===== src/rtl/vga_timing_pkg.sv =====
// Shared 640x480@60 timing constants for the VGA output path.
// Counter and sync generators take their defaults from here.
package vga_timing_pkg;

    localparam int COUNT_WIDTH = 11;

    localparam int H_VISIBLE = 640;
    localparam int H_FRONT   = 16;
    localparam int H_SYNC    = 96;
    localparam int H_BACK    = 48;

    localparam int V_VISIBLE = 480;
    localparam int V_FRONT   = 10;
    localparam int V_SYNC    = 2;
    localparam int V_BACK    = 33;

    typedef logic [COUNT_WIDTH-1:0] cnt_t;

    function automatic int total4(input int a, input int b,
                                  input int c, input int d);
        return a + b + c + d;
    endfunction

    localparam int H_TOTAL = total4(H_VISIBLE, H_FRONT, H_SYNC, H_BACK);
    localparam int V_TOTAL = total4(V_VISIBLE, V_FRONT, V_SYNC, V_BACK);

endpackage


===== src/rtl/vga_timing_counter_if.sv =====
// Position and strobe bundle from the timing counter to the
// sync generators and pixel source.
interface vga_timing_counter_if;
    import vga_timing_pkg::*;

    logic PIX_EN;
    cnt_t HCNT;
    cnt_t VCNT;
    logic VIDEO_ON;
    logic LINE_END;
    logic FRAME_END;

    modport master (
        output PIX_EN, HCNT, VCNT,
        output VIDEO_ON, LINE_END, FRAME_END
    );

    modport slave (
        input PIX_EN, HCNT, VCNT,
        input VIDEO_ON, LINE_END, FRAME_END
    );

endinterface


===== src/rtl/vga_timing_counter_pixel_clock_enable.sv =====
// Pixel-rate enable: one clk-wide pulse every CLK_DIV system clocks,
// so the whole VGA path stays on a single clock.
module pixel_clock_enable #(
    parameter int CLK_DIV = 2
) (
    input  logic clk,
    input  logic rst,
    output logic PIX_EN
);

    localparam int DW = (CLK_DIV > 1) ? $clog2(CLK_DIV) : 1;
    localparam logic [DW-1:0] LAST = DW'(CLK_DIV - 1);

    if (CLK_DIV < 1 || CLK_DIV > 16) begin : g_bad_div
        $error("pixel_clock_enable: CLK_DIV must be 1..16");
    end

    logic [DW-1:0] div_cnt_q;
    logic [DW-1:0] div_cnt_d;
    logic          at_last;

    assign at_last = (div_cnt_q == LAST);

    always_comb begin
        div_cnt_d = div_cnt_q + DW'(1);
        if (at_last) begin
            div_cnt_d = '0;
        end
    end

    always_ff @(posedge clk or negedge rst) begin
        if (!rst) begin
            div_cnt_q <= '0;
        end else begin
            div_cnt_q <= div_cnt_d;
        end
    end

    assign PIX_EN = at_last && rst;

endmodule


===== src/rtl/vga_timing_counter.sv =====
// Free-running H/V pixel position generator with visible-area
// and line/frame strobes for the VGA output path.
module vga_timing_counter
    import vga_timing_pkg::*;
#(
    parameter int HORIZONTAL_VISIBLE_AREA = H_VISIBLE,
    parameter int HORIZONTAL_FRONT_PORCH  = H_FRONT,
    parameter int HORIZONTAL_SYNC_PULSE   = H_SYNC,
    parameter int HORIZONTAL_BACK_PORCH   = H_BACK,
    parameter int VERTICAL_VISIBLE_AREA   = V_VISIBLE,
    parameter int VERTICAL_FRONT_PORCH    = V_FRONT,
    parameter int VERTICAL_SYNC_PULSE     = V_SYNC,
    parameter int VERTICAL_BACK_PORCH     = V_BACK,
    parameter int CLK_DIV                 = 2
) (
    input  logic                 clk,
    input  logic                 rst,
    vga_timing_counter_if.master vga
);

    localparam int HT = total4(HORIZONTAL_VISIBLE_AREA,
                               HORIZONTAL_FRONT_PORCH,
                               HORIZONTAL_SYNC_PULSE,
                               HORIZONTAL_BACK_PORCH);
    localparam int VT = total4(VERTICAL_VISIBLE_AREA,
                               VERTICAL_FRONT_PORCH,
                               VERTICAL_SYNC_PULSE,
                               VERTICAL_BACK_PORCH);

    if (HT < 1 || HT > 2048) begin : g_bad_h
        $error("vga_timing_counter: H_TOTAL must be 1..2048");
    end
    if (VT < 1 || VT > 2048) begin : g_bad_v
        $error("vga_timing_counter: V_TOTAL must be 1..2048");
    end

    localparam cnt_t        H_LAST = cnt_t'(HT - 1);
    localparam cnt_t        V_LAST = cnt_t'(VT - 1);
    // One bit wider so a visible area of 2048 still compares correctly.
    localparam logic [11:0] H_VIS  = 12'(HORIZONTAL_VISIBLE_AREA);
    localparam logic [11:0] V_VIS  = 12'(VERTICAL_VISIBLE_AREA);

    logic pix_en;
    cnt_t hcnt_q;
    cnt_t hcnt_d;
    cnt_t vcnt_q;
    cnt_t vcnt_d;
    logic h_last;
    logic v_last;

    pixel_clock_enable #(
        .CLK_DIV (CLK_DIV)
    ) u_pix_en (
        .clk    (clk),
        .rst    (rst),
        .PIX_EN (pix_en)
    );

    assign h_last = (hcnt_q == H_LAST);
    assign v_last = (vcnt_q == V_LAST);

    always_comb begin
        hcnt_d = hcnt_q;
        vcnt_d = vcnt_q;
        if (pix_en) begin
            if (h_last) begin
                hcnt_d = '0;
                vcnt_d = v_last ? '0 : vcnt_q + cnt_t'(1);
            end else begin
                hcnt_d = hcnt_q + cnt_t'(1);
            end
        end
    end

    always_ff @(posedge clk or negedge rst) begin
        if (!rst) begin
            hcnt_q <= '0;
            vcnt_q <= '0;
        end else begin
            hcnt_q <= hcnt_d;
            vcnt_q <= vcnt_d;
        end
    end

    assign vga.PIX_EN    = pix_en;
    assign vga.HCNT      = hcnt_q;
    assign vga.VCNT      = vcnt_q;
    assign vga.LINE_END  = pix_en && h_last;
    assign vga.FRAME_END = pix_en && h_last && v_last;
    assign vga.VIDEO_ON  = rst
                        && ({1'b0, hcnt_q} < H_VIS)
                        && ({1'b0, vcnt_q} < V_VIS);

endmodule

===== src/flat_wrapper.sv =====
// flat-port wrapper written by rule: the top's interface ports become plain ports
module vga_timing_counter_flat import vga_timing_pkg::*;
#(
    parameter int HORIZONTAL_VISIBLE_AREA = H_VISIBLE,
    parameter int HORIZONTAL_FRONT_PORCH  = H_FRONT,
    parameter int HORIZONTAL_SYNC_PULSE   = H_SYNC,
    parameter int HORIZONTAL_BACK_PORCH   = H_BACK,
    parameter int VERTICAL_VISIBLE_AREA   = V_VISIBLE,
    parameter int VERTICAL_FRONT_PORCH    = V_FRONT,
    parameter int VERTICAL_SYNC_PULSE     = V_SYNC,
    parameter int VERTICAL_BACK_PORCH     = V_BACK,
    parameter int CLK_DIV                 = 2
)
  (clk, rst, vga_PIX_EN, vga_HCNT, vga_VCNT, vga_VIDEO_ON, vga_LINE_END, vga_FRAME_END);
  vga_timing_counter_if vga_i ();
  input  logic clk;
  input  logic rst;
  output wire logic [$bits(vga_i.PIX_EN)-1:0] vga_PIX_EN;
  output wire logic [$bits(vga_i.HCNT)-1:0] vga_HCNT;
  output wire logic [$bits(vga_i.VCNT)-1:0] vga_VCNT;
  output wire logic [$bits(vga_i.VIDEO_ON)-1:0] vga_VIDEO_ON;
  output wire logic [$bits(vga_i.LINE_END)-1:0] vga_LINE_END;
  output wire logic [$bits(vga_i.FRAME_END)-1:0] vga_FRAME_END;
  assign vga_PIX_EN = vga_i.PIX_EN;
  assign vga_HCNT = vga_i.HCNT;
  assign vga_VCNT = vga_i.VCNT;
  assign vga_VIDEO_ON = vga_i.VIDEO_ON;
  assign vga_LINE_END = vga_i.LINE_END;
  assign vga_FRAME_END = vga_i.FRAME_END;
  vga_timing_counter #(.HORIZONTAL_VISIBLE_AREA(HORIZONTAL_VISIBLE_AREA), .HORIZONTAL_FRONT_PORCH(HORIZONTAL_FRONT_PORCH), .HORIZONTAL_SYNC_PULSE(HORIZONTAL_SYNC_PULSE), .HORIZONTAL_BACK_PORCH(HORIZONTAL_BACK_PORCH), .VERTICAL_VISIBLE_AREA(VERTICAL_VISIBLE_AREA), .VERTICAL_FRONT_PORCH(VERTICAL_FRONT_PORCH), .VERTICAL_SYNC_PULSE(VERTICAL_SYNC_PULSE), .VERTICAL_BACK_PORCH(VERTICAL_BACK_PORCH), .CLK_DIV(CLK_DIV)) u_core (.clk(clk), .rst(rst), .vga(vga_i));
endmodule

===== config.mk =====
export PLATFORM = sky130hd
export DESIGN_NAME = vga_timing_counter_flat
export DESIGN_NICKNAME = d
export VERILOG_FILES = /design/src/rtl/vga_timing_pkg.sv /design/src/rtl/vga_timing_counter_if.sv /design/src/rtl/vga_timing_counter_pixel_clock_enable.sv /design/src/rtl/vga_timing_counter.sv /design/src/flat_wrapper.sv
export SDC_FILE = /design/constraint.sdc
export NUM_CORES = 1
export LEC_CHECK = 0
export ABC_CLOCK_PERIOD_IN_PS = 4800
export CORE_MARGIN = 4
export CORE_UTILIZATION = 48
export DETAILED_ROUTE_END_ITERATION = 12
export GPL_TIMING_DRIVEN = 0
export PLACE_DENSITY = 0.89
export SKIP_CTS_REPAIR_TIMING = 1
export SYNTH_ARGS = -nofsm -noshare
export SYNTH_HDL_FRONTEND = slang
export SYNTH_SLANG_ARGS = --single-unit

===== constraint.sdc =====
create_clock -name clk -period 4.8 [get_ports clk]
set_clock_uncertainty 0.05 [all_clocks]
set_input_delay 1.2 -clock clk [delete_from_list [all_inputs] [get_ports clk]]
set_output_delay 1.2 -clock clk [all_outputs]
set_load 0.02 [all_outputs]

Word level (Yosys, flattened, before mapping). Index checks and enable logic that the tools add are counted.

$lt $le $gt $ge: 2. Equality and inequality tests: 2. Multiplexer cells: 3. Add/sub/neg operators: 3. Reduce and logical (&&, ||, !) cells: 6.

Operator list (count): $add 11x1->11 const B (2); $eq 11x10->1 const B (2); $mux 11 (2); $lt 11x10->1 const B (1); $lt 11x9->1 const B (1); $logic_and 1x1->1 (5); $reduce_and 2->1 (1); $add 1x1->1 const B (1); $mux 1 (1).

Logic and storage cells: 19. Input bits: 2. Register bits: 23. Output and inout bits: 26.

Depth between registers and ports, before layout.
Depth in word-level cells: 3. Mapped depth: 8. Gate-level depth less buffers: 6.

Hierarchy. Synthesis repeated with hierarchy kept, for this count alone.

Cell total of the unflattened synthesis: 127. Area, all modules: 1237.4 um^2.

Modules (own cells, without submodules): vga_timing_counter (area each 1202.4 um^2, seq. area each 550.5 um^2, cells an instance 124, times used 1); pixel_clock_enable (area each 35.0 um^2, seq. area each 25.0 um^2, cells an instance 3, times used 1).

Worst setup path after synthesis. OpenSTA, ideal clock, no wires.

Kind: in2out. From: input rst. To: output vga_FRAME_END. Arrival: 2.156 ns. Path buffers: 1. Stages: 4. Data required time: 3.550 ns. Setup slack: 1.394 ns. Cells stage by stage: nand4_1 > or3b_1 > buf_6 > nor2_1.

Cells in the longest elaborated chain, start to end: 3.

RTL lines: start: declaration (RTL line flat_wrapper.sv:17) `input logic rst;`; $logic_and 1x1->1 (RTL line vga_timing_counter_pixel_clock_enable.sv:39) `assign PIX_EN = at_last && rst;`; $logic_and 1x1->1 (2 in a row) (RTL line vga_timing_counter.sv:89) `assign vga.FRAME_END = pix_en && h_last && v_last;`; end: declaration (RTL line flat_wrapper.sv:23) `output wire logic [$bits(vga_i.FRAME_END)-1:0] vga_FRAME_END;`.

Every way passes these cells.

Final worst setup path.
From: input rst. To: output vga_LINE_END.

Cells in the longest elaborated chain, start to end: 2.

RTL lines: $logic_and 1x1->1 (RTL line vga_timing_counter_pixel_clock_enable.sv:39); $logic_and 1x1->1 (RTL line vga_timing_counter.sv:88) `assign vga.LINE_END = pix_en && h_last;`; end: declaration (RTL line flat_wrapper.sv:22) `output wire logic [$bits(vga_i.LINE_END)-1:0] vga_LINE_END;`.

Every way passes these cells.

==> impl_metrics.xml <==
<?xml version="1.0" encoding="UTF-8"?>
<metrics>
  <group name="clock_network">
    <metric name="clk_pin_slew_worst_paths" unit="ns">0.12</metric>
    <metric name="htreeDepth" unit="">1</metric>
    <metric name="clock_tree_from_tritoncts" unit="">built</metric>
    <metric name="num_cts_buffers" unit="">3</metric>
    <metric name="clock_latency" unit="ns">0.30</metric>
    <metric name="cts_root_buffer" unit="">clkbuf_4</metric>
    <metric name="clock-sinks" unit="">23</metric>
    <metric name="cts-root-to-sink-buffers" unit="">2</metric>
  </group>
  <group name="placement">
    <metric name="placement.cell_area" unit="sq mm">0.00149</metric>
    <metric name="preCtsSetupSlack" unit="ns">-0.678</metric>
    <metric name="place.port_buffers" unit="">27</metric>
    <metric name="dpl.cell_count" unit="">177</metric>
    <metric name="place_congestion" unit="">0.820</metric>
    <metric name="place_hpwl" unit="um">2040</metric>
  </group>
  <group name="detailed_routing">
    <metric name="firstDrtPassIters" unit="">4</metric>
    <metric name="route.detailed.drc" unit="">0</metric>
    <metric name="route.detailed.vias_per_inst" unit="">5.81</metric>
    <metric name="final_routed_wire_length_divided_by_cell_count" unit="um">14.6</metric>
    <metric name="routed-via-count" unit="">1051</metric>
    <metric name="drc_violation_total_after_the_first_tritonroute_iteration" unit="">18</metric>
    <metric name="drt.antenna.violating_nets" unit="">0</metric>
    <metric name="totalWireLength" unit="um">2640</metric>
  </group>
  <group name="pwr">
    <metric name="p_comb_share" unit="%">22.4</metric>
    <metric name="netSwitchingFraction" unit="%">31.7</metric>
    <metric name="final_total_power" unit="uW">418</metric>
    <metric name="worst_ir_drop_vdd" unit="mV">0.218</metric>
    <metric name="switchingPower" unit="uW">132</metric>
    <metric name="power.density" unit="mW/mm^2">276</metric>
    <metric name="p_int" unit="uW">285</metric>
    <metric name="clockPowerShare" unit="%">21.3</metric>
    <metric name="p_leak" unit="uW">0.000628</metric>
    <metric name="power_frac_seq" unit="%">56.4</metric>
  </group>
  <group name="logic_synthesis">
    <metric name="synth_sequential_area_ratio" unit="%">48.5</metric>
    <metric name="synth.area.top_cells" unit="">dfrtp_1 49%, nand4_1 4.7%, xnor2_1 4.4%</metric>
    <metric name="synth.largest_area_cell" unit="">dfrtp_1</metric>
    <metric name="postSynthNetCount" unit="">127</metric>
    <metric name="yosysWarningCount" unit="">0</metric>
    <metric name="syn_area_per_cell" unit="sq um">9.72</metric>
    <metric name="post_synth_instance_area" unit="sq mm">0.00119</metric>
    <metric name="synthDistinctLibCells" unit="">32</metric>
    <metric name="top_cell_types_by_occurrence_after_synthesis" unit="">23 x dfrtp_1, 11 x nor2_1, 10 x nand2_1</metric>
    <metric name="synth_largest_type_area_fraction" unit="%">48.5</metric>
    <metric name="number_of_flops_mapped_to_enable_cells_by_yosys" unit="">0</metric>
    <metric name="synth.most_common_cell" unit="">dfrtp_1</metric>
    <metric name="post_synth_top_flop" unit="">dfrtp_1</metric>
    <metric name="asyncSetResetFlopFracSynth" unit="%">100</metric>
    <metric name="postSynthCellCount" unit="">122</metric>
    <metric name="total_of_flip_flops_plus_latches_after_synthesis" unit="">23</metric>
  </group>
  <group name="finish">
    <metric name="layout.nets" unit="">159</metric>
    <metric name="instances_no_fill" unit="">181</metric>
    <metric name="fill_cells" unit="">195</metric>
    <metric name="fraction_of_layout_cells_with_a_size_suffix_above_1" unit="%">5.88</metric>
    <metric name="synthToLayoutAreaGrowth" unit="%">27.6</metric>
    <metric name="final_core_utilization" unit="%">66.5</metric>
    <metric name="diode_count" unit="">0</metric>
    <metric name="stdcell_area" unit="sq mm">0.00151</metric>
  </group>
  <group name="sta">
    <metric name="period_minus_slack" unit="ns">4.57</metric>
    <metric name="timing.fmax" unit="GHz">0.219</metric>
    <metric name="timing_hold_violations_final" unit="">0</metric>
    <metric name="final_critical_path_setup_slack" unit="ns">0.232</metric>
    <metric name="post-route-period-util" unit="%">95.2</metric>
    <metric name="final-max-slew-violation-count" unit="">0</metric>
    <metric name="final-setup-viol-count" unit="">0</metric>
    <metric name="maxSlewHeadroom" unit="%">63.8</metric>
    <metric name="grt_setup_unrepaired" unit="">false</metric>
    <metric name="worst_pin_slew" unit="ns">0.543</metric>
  </group>
  <group name="global_route">
    <metric name="grt_pass1_wl" unit="um">4840</metric>
    <metric name="grt.overflow.total" unit="">0</metric>
    <metric name="via_count_of_the_first_global_routing_pass" unit="">1139</metric>
    <metric name="grt_util_all_layers" unit="%">17.8</metric>
    <metric name="pin_count_of_the_biggest_net_entering_global_routing" unit="">27</metric>
    <metric name="grt_antenna_before_repair" unit="">0</metric>
  </group>
  <group name="critical_path">
    <metric name="timing.critical_path.arrival" unit="ns">3.32</metric>
    <metric name="end_kind" unit="">primary output</metric>
    <metric name="timing.critical_path.fanout_max" unit="">26</metric>
    <metric name="worst-r2r-setup-slack" unit="ns">2.69</metric>
    <metric name="start_kind" unit="">input pin</metric>
    <metric name="ff2ff_path_depth" unit="">7</metric>
    <metric name="cp-endpoint" unit="">vga_LINE_END</metric>
    <metric name="worst_r2r_endpoint" unit="">u_core.vga.VCNT[4]</metric>
    <metric name="r2r_start" unit="">u_core.vga.HCNT[0]</metric>
    <metric name="critPathKind" unit="">input pin to primary output</metric>
    <metric name="critical_path_required" unit="ns">3.55</metric>
    <metric name="source_of_the_critical_timing_path" unit="">rst</metric>
  </group>
  <group name="floorplanning">
    <metric name="i_o_pins" unit="">28</metric>
    <metric name="die_area" unit="sq mm">0.00333</metric>
    <metric name="core_area" unit="sq mm">0.00228</metric>
    <metric name="dieWidth" unit="um">57.7</metric>
    <metric name="initial_util" unit="%">52.1</metric>
    <metric name="floorplan.rows" unit="">17</metric>
    <metric name="fp.dieH" unit="um">57.7</metric>
  </group>
  <group name="run">
    <metric name="cap_violations" unit="">0</metric>
  </group>
  <group name="run_status">
    <metric name="outcome" unit="">completed</metric>
  </group>
  <group name="worst_hold_path">
    <metric name="worstHoldPathType" unit="">flip-flop to flip-flop</metric>
  </group>
</metrics>
-- power by group through the flow --
stage	Sequential (uW)	Clock [uW]	Combinational [uW]
floorplan	253	0	27.9
global placement	237	0	90.1
detailed placement	238	0	96.0
CTS	235	93.4	95.7
global route	239	100	103
finish	235	88.8	93.4
-- final cells by class --
cell class | instances | area (sq um) | share of cell area (%)
Clock inverter | 1 | 5.00 | 0.331
Tap cell | 28 | 35.0 | 2.31
Multi-Input combinational cell | 88 | 553 | 36.5
Clock buffer | 3 | 22.5 | 1.49
Buffer | 3 | 22.5 | 1.49
Timing Repair Buffer | 27 | 265 | 17.5
Sequential cell | 23 | 576 | 38.0
Inverter | 8 | 35.0 | 2.31
-- state kept, by name, indices dropped and copies added, names as in the netlist --
signal and cells:
u_core.vga.HCNT 11, u_core.vga.VCNT 11, u_core.u_pix_en.at_last 1
-- metrics by stage --
step	setup TNS [ns]	hold WS, ns
4_1_cts	-1.29	0.421
2_1_floorplan	0	0.366
5_1_grt	0	0.438
3_5_place_dp	-1.28	0.403
6_report	0	0.427
3_3_place_gp	-1.11	0.389
-- cells in the final DEF (no fill, tap or decap), types with 3 or more instances in the layout --
| cell | count |
|---|---|
| nor2_1 | 11 |
| or3_1 | 3 |
| nand4_1 | 9 |
| dfrtp_1 | 23 |
| xnor2_1 | 6 |
| nand2_1 | 10 |
| clkbuf_4 | 3 |
| nor3_1 | 6 |
| o21ai_0 | 7 |
| clkdlybuf4s50_1 | 26 |
| a21oi_1 | 4 |
| xor2_1 | 3 |
| nand3_1 | 5 |
| ha_1 | 3 |
| inv_1 | 7 |
| a22o_1 | 3 |
-- metal layers --
layer  track usage (%)  up-vias  share of wire, %
met5                 0        -                 0
met2              34.2       25                54
met4              3.97        0              0.23
met3              2.45        2               3.8
li1                  -      502                 -
met1              20.6      522                42
-- critical path, stage by stage --
cell and delay (ns):
buf_2 0.44, nand4_1 0.25, or3b_1 0.44, buf_6 0.15, clkinv_4 0.06, buf_4 0.16
clkdlybuf4s50_1 0.61
-- logic make-up after synthesis --
logic type	share of synthesized area [%]
fa+ha+maj	3.16
buf+inv	4.85
compound gates	10.4
simple gates	24.5
flops	48.5
xor+xnor	6.65
mux	1.90
-- how the worst min path moves through the flow --
stage / startpoint / to / slack [ns] / depth (start not counted)
after global placement: u_core.u_pix_en.at_last / u_core.u_pix_en.at_last / 0.39 / 1
after CTS: u_core.u_pix_en.at_last / u_core.u_pix_en.at_last / 0.42 / 1
after detailed placement: u_core.u_pix_en.at_last / u_core.u_pix_en.at_last / 0.40 / 1
after floorplan: u_core.u_pix_en.at_last / u_core.u_pix_en.at_last / 0.37 / 1
after global routing: u_core.u_pix_en.at_last / u_core.u_pix_en.at_last / 0.44 / 1
final: u_core.u_pix_en.at_last / u_core.u_pix_en.at_last / 0.43 / 1
No activity file was read; power rests on OpenSTA's default activity.
